### config.mk
export PLATFORM = sky130hd
export DESIGN_NAME = mul_seq_16bits
export DESIGN_NICKNAME = d
export VERILOG_FILES = /design/src/rtl/mul_seq_16bits.sv
export SDC_FILE = /design/constraint.sdc
export NUM_CORES = 1
export LEC_CHECK = 0
export CORE_UTILIZATION = 40
export DETAILED_ROUTE_END_ITERATION = 10
export SYNTH_ARGS = -nofsm -noshare
export SYNTH_HDL_FRONTEND = slang
export SYNTH_HIERARCHICAL = 1
export SYNTH_SLANG_ARGS = --single-unit
### constraint.sdc
create_clock -name clk -period 3.8 [get_ports clk]
set_input_delay 0.76 -clock clk [delete_from_list [all_inputs] [get_ports clk]]
set_output_delay 0.76 -clock clk [all_outputs]
set_load 0.02 [all_outputs]
### src/rtl/mul_seq_16bits.sv
// Sequential 16x16 shift-add multiplier that reuses one comp_adder_16bits, one step per cycle.
// Define MUL_SEQ_SIGNED_EN to add the sign_op port and two's-complement mode.

module comp_adder_16bits (
    input  logic [15:0] a,
    input  logic [15:0] b,
    input  logic        cin,
    input  logic        sign,
    input  logic        comp_e,
    output logic [15:0] s,
    output logic        cout
);
    logic [15:0] b_eff;
    logic        c0;

    // With comp_e set, sign selects a + b or a - b (invert b, carry-in of one)
    always_comb begin
        b_eff = comp_e ? (b ^ {16{sign}}) : b;
        c0    = comp_e ? sign : cin;
        {cout, s} = {1'b0, a} + {1'b0, b_eff} + {16'b0, c0};
    end
endmodule

module mul_seq_16bits (
    input  logic        clk,
    input  logic        rst_n,
    input  logic        start,
    input  logic [15:0] op_a,
    input  logic [15:0] op_b,
`ifdef MUL_SEQ_SIGNED_EN
    input  logic        sign_op,
`endif
    output logic        busy,
    output logic        done,
    output logic [31:0] product
);
    typedef enum logic [1:0] {IDLE, RUN, DONE} state_t;

    state_t      state, state_next;
    logic [15:0] acc_hi, acc_lo, mcand;
    logic [3:0]  cnt;
    logic        sgn;
    logic        load, step, last;
    logic [15:0] add_b, b_eff, sum;
    logic        add_sign, cout, ext;
    logic [31:0] shifted;

    always_ff @(posedge clk) begin
        if (!rst_n) state <= IDLE;
        else        state <= state_next;
    end

    always_comb begin
        state_next = state;
        load       = 1'b0;
        case (state)
            IDLE: begin
                if (start) begin
                    state_next = RUN;
                    load       = 1'b1;
                end
            end
            RUN: begin
                if (cnt == 4'd15) state_next = DONE;
            end
            DONE: begin
                load       = start;
                state_next = start ? RUN : IDLE;
            end
            default: state_next = IDLE;
        endcase
    end

    assign step = (state == RUN);
    assign last = step && (cnt == 4'd15);
    assign busy = (state == RUN);
    assign done = (state == DONE);

    // The multiplier bit 15 carries negative weight in signed mode, so the last step subtracts
    assign add_b    = acc_lo[0] ? mcand : 16'h0000;
    assign add_sign = sgn & acc_lo[0] & (cnt == 4'd15);
    assign b_eff    = add_b ^ {16{add_sign}};

    comp_adder_16bits u_adder (
        .a      (acc_hi),
        .b      (add_b),
        .cin    (1'b0),
        .sign   (add_sign),
        .comp_e (1'b1),
        .s      (sum),
        .cout   (cout)
    );

    // 17th sum bit: carry for unsigned, true sign of the 17-bit result for signed
    assign ext     = sgn ? (acc_hi[15] ^ b_eff[15] ^ cout) : cout;
    assign shifted = {ext, sum, acc_lo[15:1]};

`ifndef MUL_SEQ_SIGNED_EN
    assign sgn = 1'b0;
`endif

    always_ff @(posedge clk) begin
        if (!rst_n) begin
            acc_hi  <= 16'h0000;
            acc_lo  <= 16'h0000;
            mcand   <= 16'h0000;
            cnt     <= 4'd0;
            product <= 32'h0000_0000;
`ifdef MUL_SEQ_SIGNED_EN
            sgn     <= 1'b0;
`endif
        end else if (load) begin
            acc_hi <= 16'h0000;
            acc_lo <= op_b;
            mcand  <= op_a;
            cnt    <= 4'd0;
`ifdef MUL_SEQ_SIGNED_EN
            sgn    <= sign_op;
`endif
        end else if (step) begin
            {acc_hi, acc_lo} <= shifted;
            cnt              <= cnt + 4'd1;
            if (last) product <= shifted;
        end
    end
endmodule

==> results_dict.tcl, run 1 <==
set metrics [dict create \
    cts_buffer_depth 2 \
    grt_use_total_pct 19.0 \
    fin_crit_ns 3.27 \
    synth.cell_area_um2 4450 \
    first_pass_iters 4 \
    critPathArrivalTime_ns 3.56 \
    drc 0 \
    fp.dieArea_um2 11600 \
    ys_seq_area_share_pct 38.7 \
    ys_ff_latch 86 \
    overflow 0 \
    drtIter0Drc 135 \
    place_inst 712 \
    clock_sinks 86 \
    path_delay_family "compound AO/OA/AOI/OAI gates" \
    synth-main-ff-cell "dfxtp_1" \
    placed_area_um2 5140 \
    cts_tree "yes" \
    setup_viol 0 \
    start_kind "flop" \
    area_growth_pct 21.8 \
    fin_area_um2 5420 \
    drive_above_1_share_pct 4.76 \
    dp.final_hpwl_um 6830 \
    fp.dieH_um 108 \
    maxCapViolations 0 \
    fin_cells 728 \
    criticalPathCategory "flop to flop" \
    fmax_mhz 306 \
    initial_utilization_pct 41.1 \
    yosys.area.top_type_share_pct 38.7 \
    synthArstFlopShare_pct 0 \
    critPathMostFrequentCell "fa_1" \
    cts.reportedPaths.clkPinSlew_ns 0.09 \
    cts_root_buffer "clkbuf_8" \
    path_buf_inv 1 \
    ant_nets 0 \
    grt_pass1_wl_um 17100 \
    drv_slew 0 \
    ys_top_cells_by_count "143 x nand2_1, 86 x dfxtp_1, 33 x mux2i_1" \
    cts_hold_buf 0 \
    io_buffer_count 68 \
    path_cells "and2_1 -> xnor2_1 -> fa_1 -> inv_1 -> fa_1 -> nor2b_1 -> o2111ai_1 -> a2111oi_2 -> a31oi_1 -> o21ai_0 -> nand2_1 -> mux2i_1" \
    clock_skew_ns 0.00975 \
    avgSynthCellArea_um2 8.34 \
    tns_ns 0 \
    timing.final.crit_share_pct 85.9 \
    place_congestion 0.825 \
    worst_path_max_delay_cell "dfxtp_1" \
    synth_edf_count 0 \
    leakagePower_uw 0.00201 \
    max-slew-margin-rel_pct 41.2 \
    rows 38 \
    postCtsSetupBuffers 0 \
    cp_slowest_stage_delay_ns 0.60 \
    grt_pass1_vias 3672 \
    tightest_slew_ns 0.883 \
    yosysWarnings 6 \
    io_pins 69 \
    n_antenna_cell 0 \
    cts_buffers 9 \
    drt-total-wl_um 10200 \
    ir_worst_vdd_uv 200 \
    grt_start_max_net_pins 99 \
    yosys-top-cells-area "dfxtp_1 39%, nand2_1 12%, mux2i_1 7.4%" \
    synthCells 534 \
    via_per_inst 5.15 \
    antenna_found_initial 0 \
    critPathMaxFanout 17 \
    hold_class "flop to flop" \
    core_area_um2 10800 \
    wl_per_cell_um 14.0 \
    finalHoldViolCount 0 \
    rsz0062_at_grt "false" \
    yosysMostFrequentCell "nand2_1" \
    die_w_um 108 \
    powerDensity_nw_per_um2 393 \
    outcome "complete, no violations" \
    cts_resized 0 \
    synth_cell_types 46 \
    required_ns 4.10 \
    yosysTopAreaCell "dfxtp_1" \
    power.total_uw 2130 \
    vias 3746 \
    final_util_pct 50.0 \
    htreeDepth 3 \
    crit_path_end_kind "flop" \
    clkLatencyLatePin_ns 0.36 \
    nets 636 \
    fillers 1074 \
]
[cells in the final DEF (no fill, tap or decap), types with 2 or more instances in the layout]
cell | synthesis | layout
a2111oi_2 | 3 | 3
a21boi_0 | 17 | 17
a21o_1 | 7 | 7
a21oi_1 | 31 | 31
and2_1 | 18 | 18
buf_4 | 2 | 4
bufinv_16 | 0 | 4
clkbuf_8 | 0 | 11
clkdlybuf4s50_1 | 0 | 67
conb_1 | 2 | 4
dfxtp_1 | 86 | 86
fa_1 | 2 | 2
ha_1 | 16 | 16
inv_1 | 6 | 6
mux2i_1 | 33 | 33
nand2_1 | 143 | 143
nand2b_1 | 3 | 3
nand3_1 | 4 | 4
nor2_1 | 27 | 27
nor2b_1 | 4 | 3
nor3_1 | 18 | 18
o21a_1 | 3 | 3
o21ai_0 | 10 | 10
o221ai_1 | 16 | 16
o31ai_1 | 2 | 2
xnor2_1 | 25 | 25
xor2_1 | 4 | 4
[worst register-to-register path: cells and delay by family, from the launching register on]
kind / cells / cell delay, ns
flip-flops: 1 / 0.60
AO/OA/AOI/OAI: 4 / 1.04
AND/OR/NAND/NOR: 3 / 0.49
XOR/XNOR: 1 / 0.16
multiplexers: 1 / 0.16
buffers and inverters: 1 / 0.07
adder cells (fa/ha/maj): 2 / 0.67
[kinds of logic (layout without fill, tap and decap cells)]
kind of cell,after synthesis,count (layout),share of synthesized area (%)
AOI/OAI and AO/OA,99,99,15.8
adders and majority gates,18,18,5.39
DFF,86,86,38.7
other,2,4,0.169
xor gates and xnor gates,29,29,5.70
and+or+nand+nor,224,224,21.7
muxes,33,33,7.42
buffers and inverters,43,95,5.17
[per-layer routing]
| metal | wire length, µm | global-route usage, % | part of all wire [%] |
|---|---|---|---|
| met1 | 4880 | 23.7 | 48 |
| met2 | 4720 | 31.2 | 46 |
| met3 | 406 | 4.90 | 4.0 |
| met4 | 197 | 7.73 | 1.9 |
| met5 | 0 | 0 | 0 |
[path summary, 6_finish.rpt]
kind         depth (start not counted)           to        from  slack [ns]
max                                 12  product[31]   acc_lo[0]        0.53
min                                  2   product[7]  product[7]        0.46
max reg2reg                         12  product[31]   acc_lo[0]        0.53
min reg2reg                          2   product[7]  product[7]        0.46
[power breakdown]
part           internal (µW)  switching (µW)  total [µW]
Combinational            122             168         290
Sequential               936            27.0         963
Clock                    540             340         881
[cell type report]
cell class	instances	area (µm²)	area share, %
clock inverters	5	129	2.38
flip-flops and latches	86	1720	31.7
multi-input cells	407	2510	46.3
well taps	140	175	3.23
inverters	7	28.8	0.531
repair buffers	72	706	13.0
clock buffers	11	151	2.79
[state kept, by name, summed over array words and instances (netlist names)]
signal	flops
acc_lo	16
acc_hi	16
mcand	16
product	32
cnt	4
state	2
[metrics by stage]
step	setup WS, ns	hold WS (ns)
after detailed placement	0.539	0.448
after global placement	0.693	0.441
after floorplan	1.19	0.439
final	0.535	0.457
after global routing	0.234	0.482
after CTS	0.507	0.461
Note: power is estimated with default switching activity, not from simulation.
==> inputs of run 2 (changes only) <==
--- a/config.mk
+++ b/config.mk
@@ -7,6 +7,7 @@
 export LEC_CHECK = 0
 export CORE_UTILIZATION = 40
 export DETAILED_ROUTE_END_ITERATION = 10
+export SETUP_SLACK_MARGIN = 0.3
 export SYNTH_ARGS = -nofsm -noshare
 export SYNTH_HDL_FRONTEND = slang
 export SYNTH_HIERARCHICAL = 1
==> results_dict.tcl, run 2 (synthesis gave the netlist of run 1 again) <==
set metrics [dict create \
    placed_area_um2 5140 \
    critPathMaxFanout 17 \
    grt_pass1_wl_um 17100 \
    core_area_um2 10800 \
    max-slew-margin-rel_pct 41.1 \
    io_pins 69 \
    initial_utilization_pct 41.1 \
    drv_slew 0 \
    rows 38 \
    regArea_um2 1720 \
    cts.reportedPaths.clkPinSlew_ns 0.09 \
    drc 0 \
    maxCapViolations 0 \
    worst-r2r-setup-slack_ns 0.69 \
    die_w_um 108 \
    nets 636 \
    tightest_slew_ns 0.884 \
    fillers 1073 \
    antenna_found_initial 0 \
    wl_per_cell_um 14.0 \
    multiInputGateArea_um2 2510 \
    drtIter0Drc 133 \
    fp.dieArea_um2 11600 \
    n_antenna_cell 0 \
    ant_nets 0 \
    cts_buffers 9 \
    crit_path_end_kind "flop" \
    via_per_inst 5.15 \
    first_pass_iters 4 \
    final_cell_mix "143 x nand2_1, 85 x dfxtp_1, 67 x clkdlybuf4s50_1" \
    timing.final.crit_share_pct 81.9 \
    vias 3751 \
    postCtsSetupBuffers 0 \
    cts_tree "yes" \
    grt_pass1_vias 3672 \
    overflow 0 \
    io_buffer_count 68 \
    critPathArrivalTime_ns 3.41 \
    clock_skew_ns 0.00976 \
    rsz0062_at_grt "false" \
    clock_sinks 86 \
    setup_viol 0 \
    grt_use_total_pct 19.0 \
    largest_register "product" \
    leakagePower_uw 0.00201 \
    final_common_cell "nand2_1" \
    fin_crit_ns 3.11 \
    start_kind "flop" \
    cts_root_buffer "clkbuf_8" \
    area_growth_pct 21.8 \
    grt_start_max_net_pins 99 \
    largest_reg_flops 32 \
    required_ns 4.10 \
    drive_above_1_share_pct 4.93 \
    dp.final_hpwl_um 6830 \
    place_congestion 0.825 \
    criticalPathCategory "flop to flop" \
    fin_area_um2 5430 \
    drt-total-wl_um 10200 \
    fp.dieH_um 108 \
    fmax_mhz 321 \
    hold_class "flop to flop" \
    htreeDepth 3 \
    cts_buffer_depth 2 \
    powerDensity_nw_per_um2 393 \
    ir_worst_vdd_uv 200 \
    clkLatencyLatePin_ns 0.36 \
    finalHoldViolCount 0 \
    outcome "complete, no violations" \
    tns_ns 0 \
]
## run 2: changes by cell type in the layout (fill, tap and decap cells not counted)
cell	before	now
dfxtp_2	0	1
dfxtp_1	86	85
## run 2: worst max-delay path: stages (launching register included)
cell       delay, ns
dfxtp_2         0.48
and2_1          0.18
xnor2_1         0.15
fa_1            0.27
inv_1           0.07
fa_1            0.40
nor2b_1         0.20
o2111ai_1       0.21
a2111oi_2       0.45
a31oi_1         0.13
o21ai_0         0.26
nand2_1         0.08
mux2i_1         0.16
## run 2: final timing paths
kind | cells past startpoint | start | endpoint
max reg2reg | 12 | acc_lo[0] | product[31]
min | 2 | product[7] | product[7]
min reg2reg | 2 | product[7] | product[7]
max | 12 | acc_lo[0] | product[31]
## run 2: layout make-up
type | count | area share [%]
well taps | 140 | 3.23
clock buffers | 11 | 2.79
flip-flops and latches | 86 | 31.8
repair buffers | 72 | 13.0
multi-input cells | 407 | 46.3
inverters | 7 | 0.530
clock inverters | 5 | 2.38
## run 2: timing repair
action,4_1_cts,5_1_grt
hold buffers,0,0
resized for setup,0,1
endpoints found under the setup margin,0,4
## run 2: routing by layer
metal	global-route usage (%)	routed length (µm)
met1	23.7	4850
met4	7.73	197
met2	31.2	4740
met3	4.90	448
met5	0	0
## run 2: power breakdown
group	total (µW)	internal (µW)	switching [µW]	leakage, µW
Clock	881	540	340	0.000140
Combinational	290	122	168	0.00117
Sequential	963	936	27.0	0.000700
Total	2130	1600	535	0.00201
## run 2: per-stage QoR
stage	worst slack, ns	hold WS [ns]	std cells	power (µW)	util [%]
floorplan	1.19	0.439	536	1190	-
global placement	0.693	0.441	712	1270	47.4
detailed placement	0.539	0.448	712	1270	47.4
CTS	0.507	0.461	728	2160	50.0
global route	0.416	0.482	728	2240	50.0
finish	0.686	0.457	728	2130	50.0
